## src/rtl/uart_pkg.sv

```systemverilog
// Shared definitions for the UART transmit controller: FSM state encoding,
// register offsets and STATUS register bit positions.
package uart_pkg;

   typedef enum logic [1:0] {
      ST_IDLE  = 2'd0,
      ST_START = 2'd1,
      ST_DATA  = 2'd2,
      ST_STOP  = 2'd3
   } tx_state_t;

   // Register offsets within the block; only bit 2 is decoded.
   localparam logic [3:0] TXDATA_OFS = 4'h0;
   localparam logic [3:0] STATUS_OFS = 4'h4;

   // STATUS register layout.
   localparam int STATUS_BUSY_BIT  = 0;
   localparam int STATUS_FULL_BIT  = 1;
   localparam int STATUS_EMPTY_BIT = 2;
   localparam int STATUS_OVF_BIT   = 3;
   localparam int STATUS_CNT_LSB   = 4;
   localparam int STATUS_CNT_MSB   = 6;

endpackage

```

## src/rtl/tx_byte_fifo.sv

```systemverilog
// Byte-wide transmit FIFO with synchronous push/pop and an occupancy count.
// The head byte is presented combinationally on dout. A push into a full FIFO
// is only accepted when a pop happens in the same cycle.
module tx_byte_fifo #(
   parameter int DEPTH = 4,
   parameter int AW    = (DEPTH > 1) ? $clog2(DEPTH) : 1,
   parameter int CW    = $clog2(DEPTH) + 1
) (
   input  logic          clk,
   input  logic          reset,
   input  logic          push,
   input  logic          pop,
   input  logic [7:0]    din,
   output logic [7:0]    dout,
   output logic          full,
   output logic          empty,
   output logic [CW-1:0] count
);

   logic [7:0]    mem [DEPTH];
   logic [AW-1:0] wr_ptr;
   logic [AW-1:0] rd_ptr;
   logic          do_push;
   logic          do_pop;

   assign full    = (count == CW'(DEPTH));
   assign empty   = (count == '0);
   assign do_pop  = pop & ~empty;
   assign do_push = push & (~full | do_pop);
   assign dout    = mem[rd_ptr];

   // Storage array; contents are don't-care until written, so no reset.
   always_ff @(posedge clk) begin
      if (do_push) begin
         mem[wr_ptr] <= din;
      end
   end

   // Pointers wrap modulo DEPTH; count tracks accepted pushes minus pops.
   always_ff @(posedge clk or posedge reset) begin
      if (reset) begin
         wr_ptr <= '0;
         rd_ptr <= '0;
         count  <= '0;
      end else begin
         if (do_push) begin
            wr_ptr <= (wr_ptr == AW'(DEPTH - 1)) ? '0 : wr_ptr + AW'(1);
         end
         if (do_pop) begin
            rd_ptr <= (rd_ptr == AW'(DEPTH - 1)) ? '0 : rd_ptr + AW'(1);
         end
         case ({do_push, do_pop})
            2'b10:   count <= count + CW'(1);
            2'b01:   count <= count - CW'(1);
            default: count <= count;
         endcase
      end
   end

endmodule

```

## src/rtl/uart_tx_ctrl.sv

```systemverilog
// Memory-mapped UART transmitter: TXDATA pushes bytes into a small FIFO,
// STATUS reports busy/full/empty/overflow/count. The FSM drains the FIFO and
// serialises 8N1 frames, chaining frames with no idle gap while bytes remain.
module uart_tx_ctrl
   import uart_pkg::*;
#(
   parameter int CLKS_PER_BIT = 868,
   parameter int FIFO_DEPTH   = 4
) (
   input  logic        clk,
   input  logic        reset,
   input  logic        sel,
   input  logic        wr_en,
   input  logic        rd_en,
   input  logic [3:0]  addr,
   input  logic [31:0] wdata,
   output logic [31:0] rdata,
   output logic        tx_serial
);

   localparam int BW = (CLKS_PER_BIT > 1) ? $clog2(CLKS_PER_BIT) : 1;
   localparam int CW = $clog2(FIFO_DEPTH) + 1;

   tx_state_t     state;
   logic [BW-1:0] baud_cnt;
   logic [2:0]    bit_idx;
   logic [7:0]    shift_reg;
   logic          overflow;

   logic          is_status;
   logic          push;
   logic          pop;
   logic          clr_ovf;
   logic          baud_done;
   logic [7:0]    head;
   logic          fifo_full;
   logic          fifo_empty;
   logic [CW-1:0] fifo_count;
   logic [31:0]   status;
   logic          unused_bits;

   // Only addr[2] selects between TXDATA and STATUS.
   assign is_status   = (addr[2] == STATUS_OFS[2]);
   assign push        = sel & wr_en & ~is_status;
   assign clr_ovf     = sel & wr_en & is_status;
   assign baud_done   = (baud_cnt == BW'(CLKS_PER_BIT - 1));
   assign unused_bits = ^{addr[3], addr[1:0], wdata[31:8], TXDATA_OFS};

   // A byte is taken from the FIFO when idle, or at the end of a stop bit.
   assign pop = (fifo_count != '0) &&
                ((state == ST_IDLE) || ((state == ST_STOP) && baud_done));

   tx_byte_fifo #(
      .DEPTH (FIFO_DEPTH)
   ) u_fifo (
      .clk   (clk),
      .reset (reset),
      .push  (push),
      .pop   (pop),
      .din   (wdata[7:0]),
      .dout  (head),
      .full  (fifo_full),
      .empty (fifo_empty),
      .count (fifo_count)
   );

   // Assemble the STATUS word; unused bits stay zero.
   always_comb begin
      status = '0;
      status[STATUS_BUSY_BIT]                = (state != ST_IDLE);
      status[STATUS_FULL_BIT]                = fifo_full;
      status[STATUS_EMPTY_BIT]               = fifo_empty;
      status[STATUS_OVF_BIT]                 = overflow;
      status[STATUS_CNT_MSB:STATUS_CNT_LSB]  = 3'(fifo_count);
   end

   // Zero-latency read path; TXDATA reads and unselected cycles return 0.
   assign rdata = (sel & rd_en & is_status) ? status : 32'h0;

   // Sticky overflow: set by a dropped push, cleared by any STATUS write.
   always_ff @(posedge clk or posedge reset) begin
      if (reset) begin
         overflow <= 1'b0;
      end else if (clr_ovf) begin
         overflow <= 1'b0;
      end else if (push && fifo_full && !pop) begin
         overflow <= 1'b1;
      end
   end

   // Frame FSM with baud counter, bit index, shift register and registered line.
   always_ff @(posedge clk or posedge reset) begin
      if (reset) begin
         state     <= ST_IDLE;
         baud_cnt  <= '0;
         bit_idx   <= '0;
         shift_reg <= '0;
         tx_serial <= 1'b1;
      end else begin
         case (state)
            ST_IDLE: begin
               tx_serial <= 1'b1;
               baud_cnt  <= '0;
               bit_idx   <= '0;
               if (fifo_count != '0) begin
                  shift_reg <= head;
                  tx_serial <= 1'b0;
                  state     <= ST_START;
               end
            end
            ST_START: begin
               if (baud_done) begin
                  baud_cnt  <= '0;
                  tx_serial <= shift_reg[0];
                  state     <= ST_DATA;
               end else begin
                  baud_cnt <= baud_cnt + BW'(1);
               end
            end
            ST_DATA: begin
               if (baud_done) begin
                  baud_cnt  <= '0;
                  shift_reg <= shift_reg >> 1;
                  if (bit_idx == 3'd7) begin
                     bit_idx   <= '0;
                     tx_serial <= 1'b1;
                     state     <= ST_STOP;
                  end else begin
                     bit_idx   <= bit_idx + 3'd1;
                     tx_serial <= shift_reg[1];
                  end
               end else begin
                  baud_cnt <= baud_cnt + BW'(1);
               end
            end
            ST_STOP: begin
               if (baud_done) begin
                  baud_cnt <= '0;
                  if (fifo_count != '0) begin
                     shift_reg <= head;
                     tx_serial <= 1'b0;
                     state     <= ST_START;
                  end else begin
                     tx_serial <= 1'b1;
                     state     <= ST_IDLE;
                  end
               end else begin
                  baud_cnt <= baud_cnt + BW'(1);
               end
            end
            default: begin
               state     <= ST_IDLE;
               tx_serial <= 1'b1;
            end
         endcase
      end
   end

endmodule

```

## config.mk

```make
export PLATFORM = sky130hd
export DESIGN_NAME = uart_tx_ctrl
export DESIGN_NICKNAME = d
export VERILOG_FILES = /design/src/rtl/uart_pkg.sv /design/src/rtl/tx_byte_fifo.sv /design/src/rtl/uart_tx_ctrl.sv
export SDC_FILE = /design/constraint.sdc
export NUM_CORES = 1
export LEC_CHECK = 0
export ABC_AREA = 1
export CORE_UTILIZATION = 54
export CTS_CLUSTER_DIAMETER = 60
export DETAILED_ROUTE_END_ITERATION = 12
export PLACE_DENSITY = 0.85
export SLEW_MARGIN = 10
export SYNTH_ARGS = -nofsm -noshare
export SYNTH_HDL_FRONTEND = slang
export SYNTH_SLANG_ARGS = --single-unit
```

## constraint.sdc

```tcl
create_clock -name clk -period 6.49 [get_ports clk]
set_input_delay 1.298 -clock clk [delete_from_list [all_inputs] [get_ports clk]]
set_output_delay 1.298 -clock clk [all_outputs]
set_load 0.005 [all_outputs]
```

==> out/qor.log <==
INFO  pwr            vdd_drop_max=0.0001941V
INFO  synthesis      netlist_instances=339
INFO  clock_network  cts.reportedPaths.clkPinSlew=0.08ns
INFO  synthesis      synth_ff_type=sky130_fd_sc_hd__edfxtp_1
INFO  layout         largest_register_ffs=32
INFO  pwr            power.leakage=1.624nW
INFO  timing         rsz0062_at_grt=false
INFO  setup_path     crit_path_end_kind=primary output
INFO  routing        routed_wl=5312um
INFO  layout         final_net_count=421
INFO  timing         fin_tns_setup=0ns
INFO  routing        wire_per_inst=11.94um
INFO  die            die-width=79.95um
INFO  setup_path     cp_cell_sequence=clkdlybuf4s50_1 > nand3_1 > nor3_1 > clkdlybuf4s50_1
INFO  die            row_count=28
INFO  outcome        outcome=finished, final reports clean
INFO  setup_path     critical-path-top-cell-by-count=sky130_fd_sc_hd__clkdlybuf4s50_1
INFO  layout         postLayoutCoreUtil=0.6244
INFO  routing        routed_via_density=5.090
INFO  clock_network  cts-root-to-sink-buffers=2
INFO  grt            grt_pass1_vias=2049
INFO  placed_design  port-buffer-count=21
INFO  pwr            power_frac_clock=0.394
INFO  layout         final.fill_count=452
INFO  setup_path     slowest_stage=sky130_fd_sc_hd__clkdlybuf4s50_1
INFO  setup_path     crit_path_max_fanout=7
INFO  pwr            combinationalPowerShare=0.120
INFO  grt            antenna_found_initial=0
INFO  pwr            pwr-share-seq=0.485
INFO  layout         post_route_cells_drive_above_1_share=0.08649
INFO  timing         relSlewSlack=0.4861
INFO  clock_network  cts.root.buffer_cell=sky130_fd_sc_hd__clkbuf_8
INFO  pwr            p_per_area=265.3mW/mm^2
INFO  pwr            power.net_switching=0.0002557W
INFO  flow_run       maxCapViolCount=0
INFO  pwr            netSwitchingFraction=0.2623
INFO  synthesis      synthesis.area_per_instance=9.677squm
INFO  routing        route.detailed.drc=0
INFO  synthesis      postSynthRegisterBits=64
INFO  synthesis      synth.yosys.warnings=0
INFO  synthesis      yosys.cell_count.top_type=sky130_fd_sc_hd__nand2_1
INFO  pwr            power=0.0009749W
INFO  grt            grt_first_pass_wirelength=8811um
INFO  routing        dr_wl_met3=295um
INFO  layout         area_growth=12.01%
INFO  routing        routed-via-count=2265
INFO  synthesis      proportion_of_synthesized_flip_flops_having_asynchronous_set_or_reset=0.5000
INFO  timing         fin_crit_sh=0.6257
INFO  clock_network  tritoncts=yes
INFO  hold_path      hold_class=register to register
INFO  routing        met2WireLength=2635um
INFO  setup_path     critPathKind=primary input to primary output
INFO  synthesis      mux_share_of_post_synthesis_cell_area=0
INFO  clock_network  worst_skew_pair.late_latency=0.34ns
INFO  die            fp.dieH=79.95um
INFO  grt            grt_start_max_net_pins=33
INFO  timing         timing.clock.skew=0.009407ns
INFO  clock_network  holdBufCountCts=0
INFO  clock_network  h-tree-depth=3
INFO  clock_network  clock_sink_count=64
INFO  timing         final-max-slew-violation-count=0
INFO  timing         post_route_minimum_period=4.061ns
INFO  die            dieArea=0.006391sqmm
INFO  layout         insertedDiodeCount=0
INFO  pwr            cell_internal_pwr=0.0007192W
INFO  timing         setup-violations-final=0
INFO  setup_path     worst_path_arrival=2.76ns
INFO  grt            gr-total-overflow=0
INFO  die            initial_utilization=0.5574
INFO  grt            grt_usage=0.1861
INFO  routing        antenna_violation_net_count_after_detailed_routing=0
INFO  clock_network  postCtsSetupBuffers=0
INFO  synthesis      synth.area.top_cells=sky130_fd_sc_hd__edfxtp_1 29%, sky130_fd_sc_hd__dfrtp_1 24%, sky130_fd_sc_hd__nand2_1 7.1%
INFO  die            floorplan.core_area=0.005886sqmm
INFO  synthesis      synth.lib_cells_used.distinct=34
INFO  synthesis      simple_gate_share_of_the_synthesized_area=0.1991
INFO  timing         worst_slew_pin_slew=0.7680ns
INFO  synthesis      synth_enable_flop_cells=32
INFO  setup_path     cpPeakStageDelay=0.52ns
INFO  setup_path     worstSetupStartpointType=primary input
INFO  synthesis      post-synth-top-area-fraction=0.2929
INFO  placed_design  place.detailed.hpwl=3668um
INFO  synthesis      synth.cells.most_frequent=62 x sky130_fd_sc_hd__nand2_1, 37 x sky130_fd_sc_hd__inv_1, 34 x sky130_fd_sc_hd__nor2_1, 32 x sky130_fd_sc_hd__edfxtp_1, 31 x sky130_fd_sc_hd__dfrtp_1
INFO  clock_network  cts-buffers-inserted=9
INFO  clock_network  cts_repair_resize_count=0
INFO  setup_path     cp_data_required_time=5.19ns
INFO  synthesis      netlist_area=0.003281sqmm
INFO  placed_design  finalWeightedCongestion=0.8182
INFO  synthesis      synth_top_cell_by_area=sky130_fd_sc_hd__edfxtp_1
INFO  timing         final_hold_viol_count=0
INFO  synthesis      post_synth_fa_ha_maj_area_fraction=0.05950
INFO  routing        maxUsedRoutingLayer=met4
INFO  timing         maxClockFrequency=0.2463GHz
INFO  synthesis      synth.yosys.seq_area_share=0.5374
INFO  synthesis      main_combinational_cell_family_by_area_after_synthesis=simple AND/OR/NAND/NOR gates
INFO  routing        drt_iter0_drc=106
INFO  routing        detailedRoute.firstPassIterationCount=4
INFO  die            io-pin-count=74
INFO  routing        routedLengthMet1=2297um
INFO  synthesis      area_fraction_in_compound_gates_after_synthesis=0.07475
INFO  synthesis      synth_xor_area_frac=0.01335
-- per-stage QoR --
| stage | hold slack (ns) | worst slack (ns) | instance area [sq um] | instances |
|---|---|---|---|---|
| after floorplan | 0.4251 | 3.498 | 3371 | 363 |
| after global placement | 0.4385 | 2.459 | 3448 | 429 |
| after detailed placement | 0.4464 | 2.432 | 3448 | 429 |
| after CTS | 0.4567 | 2.436 | 3675 | 445 |
| after global routing | 0.4677 | 2.354 | 3675 | 445 |
| final | 0.4554 | 2.429 | 3675 | 445 |
-- routing by layer --
metal | up-vias | track usage
met3 | 8 | 0.05371
li1 | 1112 | -
met5 | - | 0
met1 | 1071 | 0.2216
met2 | 74 | 0.2974
met4 | 0 | 0.1125
-- power by group through the flow --
stage	Sequential (W)	Combinational (W)	Clock, W
detailed placement	0.000480	0.000118	0
global route	0.000476	0.000138	0.000406
floorplan	0.000476	0.0000933	0
CTS	0.000473	0.000119	0.000390
finish	0.000473	0.000117	0.000384
global placement	0.000479	0.000112	0
-- critical path, delay by kind of cell --
kind,cells,cell delay (ns)
buf+inv,2,1.02
simple gates,2,0.45
-- path summary, 6_finish.rpt --
path	from	end	slack, ns	cells after the start
worst min register to register	baud_cnt[0]	baud_cnt[0]	0.46	1
max in group asynchronous	reset	tx_serial	4.82	3
worst min-delay path	baud_cnt[0]	baud_cnt[0]	0.46	1
min in group asynchronous	reset	u_fifo.count[0]	1.34	3
worst max-delay path	addr[2]	rdata[1]	2.43	4
worst max register to register	state[0]	u_fifo.count[2]	3.94	12
-- layout make-up --
type | instances | area [sq um] | share of cell area
clock buffer | 9 | 123.9 | 0.03371
clock inverter | 7 | 102.6 | 0.02792
inverter | 38 | 142.6 | 0.03882
multi-input combinational | 230 | 1231 | 0.3350
sequential | 64 | 1763 | 0.4797
tap | 75 | 93.84 | 0.02554
timing repair buffer | 22 | 217.7 | 0.05924
-- layout by cell type, fill, tap and decap left out, types with 2 or more instances in the layout --
| cell type | instances |
|---|---|
| sky130_fd_sc_hd__inv_6 | 2 |
| sky130_fd_sc_hd__nand2_2 | 2 |
| sky130_fd_sc_hd__o21ai_2 | 3 |
| sky130_fd_sc_hd__ha_1 | 14 |
| sky130_fd_sc_hd__edfxtp_1 | 32 |
| sky130_fd_sc_hd__o21a_1 | 2 |
| sky130_fd_sc_hd__nor3b_1 | 3 |
| sky130_fd_sc_hd__a21oi_1 | 9 |
| sky130_fd_sc_hd__nand2_1 | 62 |
| sky130_fd_sc_hd__nand2_4 | 4 |
| sky130_fd_sc_hd__bufinv_16 | 2 |
| sky130_fd_sc_hd__dfrtp_1 | 31 |
| sky130_fd_sc_hd__nand3_1 | 30 |
| sky130_fd_sc_hd__clkbuf_8 | 9 |
| sky130_fd_sc_hd__conb_1 | 25 |
| sky130_fd_sc_hd__inv_1 | 37 |
| sky130_fd_sc_hd__nor2_1 | 34 |
| sky130_fd_sc_hd__clkinv_4 | 2 |
| sky130_fd_sc_hd__xnor2_1 | 3 |
| sky130_fd_sc_hd__nor3_1 | 3 |
| sky130_fd_sc_hd__xor2_1 | 2 |
| sky130_fd_sc_hd__o21ai_0 | 24 |
| sky130_fd_sc_hd__clkdlybuf4s50_1 | 21 |
-- cells by family after synthesis --
| group | after synthesis |
|---|---|
| AND/OR/NAND/NOR | 143 |
| buffers and inverters | 69 |
| flip-flops | 64 |
| AO/OA/AOI/OAI | 42 |
| adder cells (fa/ha/maj) | 15 |
| XOR/XNOR | 5 |
| other | 1 |
No activity file was read; power rests on OpenSTA's default activity.
